--- src/rtl/rotl_seq.sv ---
// Iterative rotate-left: the word is rotated up to STEP bits per clock until the
// requested run-time amount is consumed, then held in DONE until the consumer takes it.
//
// state | meaning
// ------+----------------------------------------------------------
// IDLE  | waiting for a request; in_ready high
// ROT   | rotating data_q by min(STEP, rem_q) each clock
// DONE  | result presented on out_data; waits for out_ready
module rotl_seq #(
  parameter int WIDTH = 32,
  parameter int STEP  = 1,
  parameter int AW    = $clog2(WIDTH)
) (
  input  logic             clk,
  input  logic             rst_n,
  input  logic             in_valid,
  output logic             in_ready,
  input  logic [WIDTH-1:0] in_data,
  input  logic [AW-1:0]    in_amt,
  output logic             out_valid,
  input  logic             out_ready,
  output logic [WIDTH-1:0] out_data,
  output logic             busy
);

  typedef enum logic [1:0] {
    S_IDLE = 2'd0,
    S_ROT  = 2'd1,
    S_DONE = 2'd2
  } state_e;

  // k never exceeds STEP, so only the low log2(STEP)+1 rotate stages are built.
  localparam int          SL     = $clog2(STEP);
  localparam int          NST    = (SL < AW) ? SL + 1 : AW;
  localparam logic [AW:0] STEP_C = (AW + 1)'(STEP);

  state_e           state_q, state_d;
  logic [WIDTH-1:0] data_q, data_d;
  logic [AW-1:0]    rem_q, rem_d;
  logic [AW-1:0]    k;
  logic [WIDTH-1:0] stage [NST+1];

  // With STEP == WIDTH the first branch is unreachable since rem_q < WIDTH.
  always_comb begin
    k = ({1'b0, rem_q} >= STEP_C) ? STEP_C[AW-1:0] : rem_q;
  end

  assign stage[0] = data_q;

  for (genvar j = 0; j < NST; j++) begin : g_rot
    localparam int SH = 1 << j;
    assign stage[j+1] = k[j] ? {stage[j][WIDTH-1-SH:0], stage[j][WIDTH-1:WIDTH-SH]}
                             : stage[j];
  end

  always_comb begin
    state_d = state_q;
    data_d  = data_q;
    rem_d   = rem_q;
    case (state_q)
      S_IDLE: begin
        if (in_valid) begin
          data_d  = in_data;
          rem_d   = in_amt;
          state_d = (in_amt == '0) ? S_DONE : S_ROT;
        end
      end
      S_ROT: begin
        data_d = stage[NST];
        rem_d  = rem_q - k;
        if (rem_d == '0) state_d = S_DONE;
      end
      S_DONE: begin
        if (out_ready) state_d = S_IDLE;
      end
      default: state_d = S_IDLE;
    endcase
  end

  always_ff @(posedge clk or negedge rst_n) begin
    if (!rst_n) begin
      state_q <= S_IDLE;
      data_q  <= '0;
      rem_q   <= '0;
    end else begin
      state_q <= state_d;
      data_q  <= data_d;
      rem_q   <= rem_d;
    end
  end

  assign in_ready  = (state_q == S_IDLE);
  assign out_valid = (state_q == S_DONE);
  assign busy      = (state_q != S_IDLE);
  assign out_data  = data_q;

endmodule

--- config.mk ---
export PLATFORM = sky130hd
export DESIGN_NAME = rotl_seq
export DESIGN_NICKNAME = d
export VERILOG_FILES = /design/src/rtl/rotl_seq.sv
export SDC_FILE = /design/constraint.sdc
export NUM_CORES = 1
export LEC_CHECK = 0
export CAP_MARGIN = 20
export CORE_ASPECT_RATIO = 0.9
export CORE_MARGIN = 3
export CORE_UTILIZATION = 49
export DETAILED_ROUTE_END_ITERATION = 6
export HOLD_SLACK_MARGIN = 0.06
export PLACE_DENSITY = 0.85
export SYNTH_ARGS = -nofsm -noshare
export SYNTH_HDL_FRONTEND = slang
export SYNTH_SLANG_ARGS = --single-unit
--- constraint.sdc ---
create_clock -name clk -period 4.1 [get_ports clk]
set_input_delay 0.82 -clock clk [delete_from_list [all_inputs] [get_ports clk]]
set_output_delay 0.82 -clock clk [all_outputs]
set_load 0.01 [all_outputs]
# Word-level counts from Yosys, hierarchy flattened
# Index checks and enable logic that the tools add are counted.
dict set report totals {
  ff_bits 39
  inputBits 41
  out_inout_bits 35
  wordCells 30
}
dict set report op_classes {
  add_sub_neg 1
  order_cmp 1
  eq_ne 6
  muxes 11
  reduce_logical 8
}
# operator n
set ops {}
lappend ops {{$mux 32} 2}
lappend ops {{$pmux 32 s2} 1}
lappend ops {{$logic_not 5->1} 2}
lappend ops {{$mux 5} 2}
lappend ops {{$pmux 5 s2} 1}
lappend ops {{$mux 2} 4}
lappend ops {{$ne 2x2->1 const B} 3}
lappend ops {{$pmux 2 s3} 1}
lappend ops {{$reduce_and 3->1} 2}
lappend ops {{$ge 5x1->1 const B} 1}
lappend ops {{$sub 5x5->5} 1}
lappend ops {{$reduce_bool 2->1} 2}
lappend ops {{$eq 2x1->1 const B} 1}
lappend ops {{$eq 2x2->1 const B} 1}
lappend ops {{$logic_not 2->1} 1}
lappend ops {{$ne 2x1->1 const B} 1}
lappend ops {{$reduce_and 2->1} 1}

# Longest topological paths before layout
# Gate-level depths: netlist of run 1.
dict set report logic_depth {
  word_depth 6
  mapped_depth 7
  ltp_nobuf 6
}

# Worst setup path before layout of run 1
# OpenSTA, ideal clock, no wires.
dict set report synth_path {
  kind {register to register}
  startpoint {register rem_q[2]}
  endpoint {register state_q[0]}
  setup_time_ps 124
  t_arrival_ps 2016
  required_ps 3976
  path_slack_ps 1960
  path_stages_with_launch 8
  path_buffers 1
  synth_period_minus_slack_ps 2140
  path_cell_list {dfrtp_1 buf_6 or4_4 or2b_1 ha_1 nor4b_1 nor2_1 a211o_1}
}
dict set report synth_via {
  elab_chain_cells 6
}
# item line_no
set synth_rtl {}
lappend synth_rtl {{start, declared} 39} ;# logic [AW-1:0] rem_q, rem_d;
lappend synth_rtl {{start signal, assigned} 88} ;# rem_q <= rem_d;
lappend synth_rtl {{$ge 5x1->1} 45} ;# k = ({1'b0, rem_q} >= STEP_C) ? STEP_C[AW-1:0] : rem_q;
lappend synth_rtl {{$mux 5} 45}
lappend synth_rtl {{$sub 5x5->5 (*)} 70} ;# rem_d = rem_q - k;
lappend synth_rtl {{$logic_not 5->1 (*)} 71} ;# if (rem_d == '0) state_d = S_DONE;
lappend synth_rtl {{$ne 2x2->1 (no line) (*)} n/a}
lappend synth_rtl {{$reduce_and 3->1 (no line) (*)} n/a}
lappend synth_rtl {{end signal, assigned} 86} ;# state_q <= state_d;
lappend synth_rtl {{end, declared} 37} ;# state_e state_q, state_d;
# Mark *: on every way between the ends. The rest lies on a longest branch, timed or not.
# A chain may end at the register's enable or synchronous reset.

# Final worst setup path of run 1
dict set report layout_path {
  startpoint {register state_q[1]}
  endpoint {output in_ready}
}
dict set report layout_via {
  elab_chain_cells 1
}
# item line_no
set layout_rtl {}
lappend layout_rtl {{$logic_not 2->1} 92} ;# assign in_ready = (state_q == S_IDLE);
lappend layout_rtl {{end, declared} 17} ;# output logic in_ready,
# No other way between the ends.

==> run metrics, run 1 <==
status=finished, final reports clean; reg-to-reg critical path startpoint=state_q[0]; total clock buffers created by CTS=5; number of instances in the synthesized netlist=176; min Tclk post-route=2.637 ns; clock skew after layout=0.006812 ns; Netlist Area Pre-Place=2180 um^2; antenna diode count=0; core region area=4184 um^2; critical setup path kind=reg -> out; Fillers=322; die outline width=76.30 um; Total Power=2.631 mW; CP Max Fanout=16; number of port buffers=75; number of nets in the final layout=289; final number of hold-violating endpoints=0; setup violators final=0; Warnings, synthesis=0; fraction of power consumed by the clock network=12.5%; cts repair resizes=0; die area=5285 um^2; Placement Rows=22; TritonCTS clock tree=yes; clock tree root buffer cell=sky130_fd_sc_hd__clkbuf_8; worst reg-to-reg setup slack=1.73 ns; standard cell with the maximum stage delay on the critical path=sky130_fd_sc_hd__dfrtp_1; setup TNS=0 ns; terminating pin of the worst hold path=out_data[25]; share of the yosys chip area belonging to registers=44.78%; antenna violation net count after detailed routing=0; actual transition at the worst max-transition pin=0.9434 ns; drt drc=0; Wirelength per Cell=15.96 um; Hold Path Depth=1; number of primary I/O pins=76; wire length of the first global-routing pass=8280 um; max-capacitance violation count=0; number of global-route vias before repair=1,676; top cell family by delay on the critical path=buffers and inverters; violation count after the first detailed-routing iteration=151; number of optimization iterations in the first detailed-route pass=4; CP Buf/Inv Count=2; Mapped Avg Cell Area=12.38 um^2; startpoint types=register; layout cell share with drive strength beyond 1=31.85%; clock latency at the later pin of the worst-skew pair=0.30 ns; share of total power consumed by net switching=34.45%; TritonCTS Sinks=39; clock-pin transition on the worst setup and hold timing paths=0.07 ns; RD Place Congestion=0.8893; combinational cell fraction of total power=56.8%; Worst R2R Path Depth=3; min-delay worst type=reg -> reg; Starting Density=52.09%; number of antenna violations at the first check in global routing=0; number of buffers inserted to repair setup after CTS=0; Fmax=379.2 MHz; largest net degree at the start of global routing=40; #FFs+latches synth=39; unrepaired setup endpoints after global routing=no; Worst Path Required=3.28 ns; post-synth cell types=41; endpoint arrival time on the critical path=1.82 ns; total number of vias=1,655; Mapped Nets=218; Final Max Tran Viols=0; CP cell instances=or2_2 -> inv_1 -> clkdlybuf4s50_1; total leakage power=1.265 nW; start point of the worst min-delay path=out_data[25]; Cell Int Power=1.725 mW; synthesis-to-finish area growth=40.07%; sequential cell fraction of total power=30.7%; average via count per standard cell=5.373; Max-Slew Margin vs Limit=36.98%; Post-CTS Hold Buffers=0; global route overflow=0; depth of the CTS H-tree=2; Peak VDD IR=0.4388 mV; buffer depth of the longest clock path=2; CP peak stage delay=0.57 ns; final period utilization=64.32%; DP HPWL=3428 um; vertical die dimension=69.27 um; crit path capture type=output pin; combined global-route utilization of all metal layers=19.62%; worst r2r dst=out_data[24]; total power divided by cell area=861.9 nW/um^2; Net Switching=0.9066 mW; total wirelength of the detailed-routed design=4917 um
cells by family (layout without fill, tap and decap cells):
logic type,count (synthesis),after routing,synth area share (%)
compound gates,22,22,7.348
flops,39,39,44.78
simple gates,33,33,9.300
fa+ha+maj,1,1,0.5740
mux,64,64,33.07
buf+inv,17,89,4.936
worst max-delay path by stage:
stage / start / end / slack [ns] / cells past startpoint
after floorplan: rem_q[2] / state_q[0] / 1.96 / 7
after global placement: in_valid / out_data[29] / 1.47 / 5
after detailed placement: in_valid / out_data[20] / 1.40 / 5
after CTS: state_q[1] / in_ready / 1.46 / 3
after global routing: state_q[0] / in_ready / 1.37 / 3
final: state_q[1] / in_ready / 1.46 / 3
cell usage in the layout, fill, tap and decap left out, types with 2 or more instances in the layout:
master | netlist | final
sky130_fd_sc_hd__and3b_1 | 2 | 2
sky130_fd_sc_hd__inv_1 | 5 | 5
sky130_fd_sc_hd__or2_2 | 2 | 2
sky130_fd_sc_hd__mux2_2 | 62 | 62
sky130_fd_sc_hd__nor4b_1 | 2 | 2
sky130_fd_sc_hd__o21ai_0 | 4 | 4
sky130_fd_sc_hd__mux2_1 | 2 | 2
sky130_fd_sc_hd__nor2_1 | 7 | 7
sky130_fd_sc_hd__a22oi_1 | 2 | 2
sky130_fd_sc_hd__nor2b_1 | 4 | 3
sky130_fd_sc_hd__clkbuf_8 | 0 | 6
sky130_fd_sc_hd__nand2_1 | 3 | 3
sky130_fd_sc_hd__dfrtp_1 | 39 | 39
sky130_fd_sc_hd__a31oi_1 | 2 | 2
sky130_fd_sc_hd__nor4_1 | 2 | 2
sky130_fd_sc_hd__nor3b_1 | 2 | 2
sky130_fd_sc_hd__a21oi_1 | 3 | 3
sky130_fd_sc_hd__nor3_1 | 2 | 2
sky130_fd_sc_hd__clkdlybuf4s50_1 | 0 | 74
metal layers:
metal | GRT usage (%) | wire length [um]
met2 | 31.02 | 2407
met5 | 0 | 0
met3 | 5.714 | 281
met4 | 9.054 | 104
met1 | 24.83 | 2123
cell usage after synthesis (all sizes together):
master | instances | area share (%)
a31oi | 3 | 1.1
nor4b | 2 | 0.80
nand2 | 3 | 0.52
a2bb2oi | 1 | 0.40
nor4 | 2 | 0.57
and3 | 1 | 0.29
o21ai | 4 | 0.92
buf | 8 | 3.3
nand3 | 1 | 0.23
inv | 5 | 0.86
a21oi | 3 | 0.69
o21bai | 1 | 0.34
o41a | 1 | 0.52
o22ai | 1 | 0.29
a221oi | 1 | 0.40
or3b | 1 | 0.40
nor3 | 3 | 0.92
nor3b | 2 | 0.69
or4 | 1 | 0.52
nor2b | 4 | 1.1
or2 | 2 | 0.57
or2b | 1 | 0.34
mux2 | 64 | 33
nand2b | 1 | 0.29
dfrtp | 39 | 45
a211o | 1 | 0.40
ha | 1 | 0.57
o32ai | 1 | 0.40
a32oi | 1 | 0.40
clkbuf | 4 | 0.75
o2bb2ai | 1 | 0.40
a211oi | 1 | 0.34
nor2 | 7 | 1.2
and3b | 2 | 0.80
a22oi | 2 | 0.69
area by class of cell:
cell class                      count  area [um^2]  share of cell area (%)
Timing Repair Buffer               76        753.2                   24.67
Tap cell                           60        75.07                   2.459
Clock buffer                        6        82.58                   2.705
Clock inverter                      2        35.03                   1.148
Inverter                            5        18.77                  0.6148
Multi-Input combinational cell    120         1112                   36.43
Sequential cell                    39        975.9                   31.97
power groups by stage:
stage / Clock, mW / Combinational (mW) / Sequential [mW]
finish: 0.329 / 1.50 / 0.807
global placement: 0 / 1.46 / 0.800
floorplan: 0 / 0.989 / 0.806
CTS: 0.340 / 1.51 / 0.807
detailed placement: 0 / 1.50 / 0.810
global route: 0.359 / 1.62 / 0.843
per-stage QoR:
stage	hold WS, ns	instances	cell area [um^2]	utilization [%]	worst slack, ns
6_report	0.5217	308	3053	72.97	1.463
5_1_grt	0.5440	308	3053	72.97	1.373
4_1_cts	0.5217	308	3053	72.97	1.458
3_5_place_dp	0.5037	300	2935	70.16	1.402
3_3_place_gp	0.4993	300	2935	70.16	1.469
2_1_floorplan	0.5244	176	2180	-	1.960
registers in the layout (all words and copies together) (netlist names):
signal and count:
out_data 32, rem_q 5, state_q 2
Note: power is estimated with default switching activity, not from simulation.
==> inputs of run 2 (changes only) <==
- CORE_UTILIZATION: 49 -> 41
- PLACE_DENSITY: 0.85 -> 0.76
- clock period: 4.1 -> 2.4 ns (I/O delays scaled with it)
==> run 2 against run 1 <==
  * Worst setup slack worse by 1.3 ns
  * Hold slack worse by 0.23 ns
  * Final cell count is 3.6% higher
  * Total power is 70% higher
  * Die area is 18% higher
  * Global-route usage is 3.0 points lower
  * Largest power group unchanged
==> run metrics, run 2 (same netlist as run 1, synthesis figures left out) <==
total leakage power=1.287 nW (+1.7%); final instance area=3093 um^2 (+1.3%); final period utilization=91.44%; antenna violation net count after detailed routing=0 (unchanged); Worst Path Required=2.58 ns (-0.70 ns); antenna diode count=0 (unchanged); TritonCTS Sinks=39 (unchanged); total number of vias=1,674 (+1.1%); Final Max Tran Viols=0 (unchanged); largest net degree at the start of global routing=40 (unchanged); setup violators final=0 (unchanged); total power divided by cell area=1443 nW/um^2 (+67%); instance count after placement with tap cells included=311 (+3.7%); max-capacitance violation count=0 (unchanged); Fmax=455.7 MHz; wire length of the first global-routing pass=8211 um (-0.83%); number of antenna violations at the first check in global routing=0 (unchanged); Net Switching=1.543 mW (+70%); setup TNS=0 ns (unchanged); combined global-route utilization of all metal layers=16.61% (-3.0 points); clock latency at the later pin of the worst-skew pair=0.29 ns (about the same); drt drc=0 (unchanged); synthesis-to-finish area growth=41.91%; DP HPWL=3530 um (+3.0%); unrepaired setup endpoints after global routing=no; number of nets in the final layout=295 (+2.1%); TritonCTS clock tree=yes; total clock buffers created by CTS=5 (unchanged); clock tree root buffer cell=sky130_fd_sc_hd__clkbuf_8; max reg flops=32 (unchanged); commonest non-fill, non-tap cells in the layout=74 x sky130_fd_sc_hd__clkdlybuf4s50_1, 62 x sky130_fd_sc_hd__mux2_2, 39 x sky130_fd_sc_hd__dfrtp_1; depth of the CTS H-tree=2 (unchanged); core region area=4985 um^2 (+19%); sequential cell fraction of total power=29.0% (-1.7 points); number of port buffers=75 (unchanged); CP peak stage delay=0.51 ns (-0.06 ns); die outline width=82.86 um (+8.6%); CP Max Fanout=6 (-10); status=finished, final reports clean; most frequent standard cell in the layout excluding fill and tap cells=sky130_fd_sc_hd__clkdlybuf4s50_1; critical setup path kind=reg -> reg; number of primary I/O pins=76 (unchanged); placement-stage cell area=3012 um^2 (+2.6%); number of buffers inserted to repair setup after CTS=0 (unchanged); startpoint types=register; min Tclk post-route=2.195 ns; final number of hold-violating endpoints=0 (unchanged); number of optimization iterations in the first detailed-route pass=4 (unchanged); crit path capture type=register; smallest hold slack=0.2938 ns (-0.2279 ns); Max-Slew Margin vs Limit=42.43% (+5.5 points); Placement Rows=24 (+9.1%); global route overflow=0 (unchanged); RD Place Congestion=0.8832 (-0.69%); min-delay worst type=in -> async; actual transition at the worst max-transition pin=0.8636 ns (-0.07981 ns); violation count after the first detailed-routing iteration=150 (-0.66%); vertical die dimension=75.17 um (+8.5%); cts repair resizes=0 (unchanged); clock-pin transition on the worst setup and hold timing paths=0.08 ns (about the same); Starting Density=43.72% (-8.4 points); fraction of power consumed by the clock network=9.7% (-2.8 points); total wirelength of the detailed-routed design=4879 um (-0.77%); combinational cell fraction of total power=61.3% (+4.5 points); Cell Int Power=2.919 mW (+69%); Peak VDD IR=0.7382 mV (+68%); die area=6228 um^2 (+18%); average via count per standard cell=5.248 (-2.3%); Post-CTS Hold Buffers=0 (unchanged); endpoint arrival time on the critical path=2.37 ns (+0.55 ns); number of global-route vias before repair=1,732 (+3.3%); Total Power=4.462 mW (+70%); share of total power consumed by net switching=34.57% (+0.12 points); Wirelength per Cell=15.29 um (-4.2%); CP cell instances=or4_4 -> or2b_1 -> ha_1 -> nor4b_1 -> nor2_1 -> a211o_1; buffer depth of the longest clock path=2 (unchanged); Layout Cells excl Fill=319 (+3.6%); clock skew after layout=0.004771 ns (-0.002041 ns); standard cell with the maximum stage delay on the critical path=sky130_fd_sc_hd__or4_4; layout cell share with drive strength beyond 1=32.68% (+0.82 points)
==> run 2: final timing paths <==
check / from / end / slack [ns] / cells after the start
max in group asynchronous: rst_n / out_data[6] / 1.56 / 1
setup / recovery: rem_q[4] / state_q[0] / 0.21 / 6
min in group clk: out_data[24] / out_data[24] / 0.52 / 1
hold reg to reg: out_data[24] / out_data[24] / 0.52 / 1
setup reg to reg: rem_q[4] / state_q[0] / 0.21 / 6
hold / removal: rst_n / rem_q[1] / 0.29 / 1
==> run 2: power groups by stage <==
stage / clock [mW] / combinational, mW / sequential [mW]
4_1_cts: 0.447 / 2.77 / 1.30
2_1_floorplan: 0 / 1.69 / 1.38
3_3_place_gp: 0 / 2.72 / 1.30
5_1_grt: 0.474 / 2.98 / 1.34
6_report: 0.432 / 2.74 / 1.29
3_5_place_dp: 0 / 2.76 / 1.30
==> run 2: cell type report <==
| cell class | count | area (um^2) |
|---|---|---|
| fillers | 434 | 1892 |
| multi-input cells | 120 | 1112 |
| flip-flops and latches | 39 | 975.9 |
| repair buffers | 82 | 823.3 |
| well taps | 65 | 81.33 |
| clock buffers | 7 | 76.32 |
| inverters | 5 | 18.77 |
| clock inverters | 1 | 5.005 |
==> run 2: per-stage QoR <==
stage	util, %	worst slack [ns]
CTS	62.05	0.2232
detailed placement	60.42	0.2337
finish	62.05	0.2055
global placement	60.42	0.2636
global route	62.05	0.1060
floorplan	-	0.2598
==> run 2: worst max-delay path, delay by kind of cell (launching register included) <==
family / cells / cell delay, ns
compound gates: 1 / 0.27
fa+ha+maj: 1 / 0.23
flops: 1 / 0.45
simple gates: 4 / 1.15
==> run 2: routing by layer <==
| metal | vias to the layer above | wire, um | track usage, % |
|---|---|---|---|
| li1 | 799 | - | - |
| met1 | 797 | 2154 | 20.45 |
| met2 | 69 | 2296 | 27.94 |
| met3 | 9 | 347 | 4.923 |
| met4 | 0 | 80 | 6.715 |
| met5 | - | 0 | 0 |
==> inputs of run 3 (changes only) <==
- CORE_ASPECT_RATIO: 0.9 -> 1.1
==> run 3 against run 2 <==
  * Combinational power about the same
  * Wire length down 3.1%
  * Total power up 2.6%
  * Final cell count down 1.9%
  * Largest cell class unchanged
==> run metrics, run 3 (same netlist as run 1, synthesis figures left out) <==
worst reg-to-reg setup slack=0.17 ns (-0.04 ns); met2 Track Usage GR=25.47% (-2.5 points); Final Max Tran Viols=0 (unchanged); critical setup path kind=reg -> out; area occupied by multi-input gates=1112 um^2 (unchanged); endpoint arrival time on the critical path=1.82 ns (-0.55 ns); total number of vias=1,670 (-0.24%); combined global-route utilization of all metal layers=15.28% (-1.3 points); most frequent standard cell in the layout excluding fill and tap cells=sky130_fd_sc_hd__clkdlybuf4s50_1; Fmax=435.6 MHz (-4.4%); average via count per standard cell=5.335 (+1.7%); wire length of the first global-routing pass=7300 um (-11%); unrepaired setup endpoints after global routing=no; number of global-route vias before repair=1,621 (-6.4%); CP cell instances=or2_2 -> inv_1 -> clkdlybuf4s50_1; core region area=5067 um^2 (+1.7%); Starting Density=43.01% (-0.71 points); CP peak stage delay=0.58 ns (+0.07 ns); die area=6228 um^2 (about the same); commonest non-fill, non-tap cells in the layout=74 x sky130_fd_sc_hd__clkdlybuf4s50_1, 62 x sky130_fd_sc_hd__mux2_2, 39 x sky130_fd_sc_hd__dfrtp_1; total area of sequential cells=975.9 um^2 (unchanged); Post-CTS Hold Buffers=0 (unchanged); final period utilization=95.66% (+4.2 points); number of port buffers=75 (unchanged); min-delay worst type=in -> async; number of primary I/O pins=76 (unchanged); DP HPWL=3428 um (-2.9%); crit path capture type=output pin; instance count after placement with tap cells included=305 (-1.9%); violation count after the first detailed-routing iteration=93 (-38%); total wirelength of the detailed-routed design=4727 um (-3.1%); TritonCTS clock tree=yes; setup violators final=0 (unchanged); Worst Path Required=1.92 ns (-0.66 ns); met1 routing resource usage after global routing=18.95% (-1.5 points); standard cell with the maximum stage delay on the critical path=sky130_fd_sc_hd__dfrtp_1; max reg flops=32 (unchanged); number of antenna violations at the first check in global routing=0 (unchanged); status=finished, final reports clean; Fillers=425 (-2.1%); cts repair resizes=0 (unchanged); Max-Slew Margin vs Limit=42.01% (-0.42 points); most utilized layer in the global route result=met2; layout cell share with drive strength beyond 1=33.73% (+1.0 points); final number of hold-violating endpoints=0 (unchanged); clock tree root buffer cell=sky130_fd_sc_hd__clkbuf_8; largest net degree at the start of global routing=40 (unchanged); total leakage power=1.309 nW (+1.8%); TritonCTS Sinks=39 (unchanged); min Tclk post-route=2.296 ns (+0.1014 ns); drt drc=0 (unchanged); total clock buffers created by CTS=5 (unchanged); RD Place Congestion=0.8037 (-9.0%); setup TNS=0 ns (unchanged); number of optimization iterations in the first detailed-route pass=4 (unchanged); clock latency at the later pin of the worst-skew pair=0.28 ns (about the same); buffer depth of the longest clock path=2 (unchanged); CP Max Fanout=16 (+10); actual transition at the worst max-transition pin=0.8699 ns (+0.006369 ns); Layout Cells excl Fill=313 (-1.9%); synthesis-to-finish area growth=43.51%; antenna violation net count after detailed routing=0 (unchanged); number of buffers inserted to repair setup after CTS=0 (unchanged); clock skew after layout=0.005507 ns (+0.0007366 ns); number of nets in the final layout=296 (+0.34%); Peak VDD IR=0.6571 mV (-11%); depth of the CTS H-tree=2 (unchanged); Wirelength per Cell=15.10 um (-1.3%); clock-pin transition on the worst setup and hold timing paths=0.08 ns (about the same); die outline width=75.52 um (-8.9%); global route overflow=0 (unchanged); total power divided by cell area=1464 nW/um^2 (+1.5%); max-capacitance violation count=0 (unchanged); startpoint types=register; global-route track usage on met3=4.116% (-0.81 points); antenna diode count=0 (unchanged); Placement Rows=27 (+13%); vertical die dimension=82.47 um (+9.7%)
[run 3: stage by stage]
stage | utilization, % | hold slack [ns] | power (mW) | setup slack [ns] | cell area [um^2]
after CTS | 61.73 | 0.3306 | 4.648 | 0.09602 | 3128
final | 61.73 | 0.3060 | 4.578 | 0.1041 | 3128
after detailed placement | 59.41 | 0.5045 | 4.074 | 0.1982 | 3010
after global routing | 61.73 | 0.3613 | 4.915 | 0.02762 | 3128
after floorplan | - | 0.1844 | 3.067 | 0.2598 | 2180
after global placement | 59.41 | 0.4974 | 4.026 | 0.2526 | 3010
[run 3: power breakdown]
| group | internal (mW) | switching [mW] |
|---|---|---|
| Combinational | 1.70 | 1.02 |
| Sequential | 1.02 | 0.282 |
| Clock | 0.336 | 0.220 |
| Total | 3.06 | 1.52 |
[run 3: routing by layer]
metal  up-vias  share of wire, %
li1        804                 -
met5         -                 0
met3         2               8.8
met2        64                46
met1       800                44
met4         0              0.61
[run 3: layout make-up]
| cell class | instances | area share, % |
|---|---|---|
| Clock buffer | 6 | 2.640 |
| Multi-Input combinational cell | 120 | 35.56 |
| Tap cell | 58 | 2.320 |
| Timing Repair Buffer | 83 | 26.56 |
| Inverter | 5 | 0.6000 |
| Clock inverter | 2 | 1.120 |
| Sequential cell | 39 | 31.20 |
[run 3: final timing paths]
check / start / to / cells past startpoint
max: state_q[1] / in_ready / 3
min: rst_n / out_data[2] / 1
max reg2reg: rem_q[3] / state_q[0] / 6
min reg2reg: out_data[25] / out_data[25] / 1
max in group asynchronous: rst_n / out_data[12] / 1
min in group clk: out_data[25] / out_data[25] / 1
[run 3: critical path, delay by kind of cell, from the launching register on]
family / cells / cell delay (ns)
flops: 1 / 0.58
simple gates: 1 / 0.38
buf+inv: 2 / 0.57
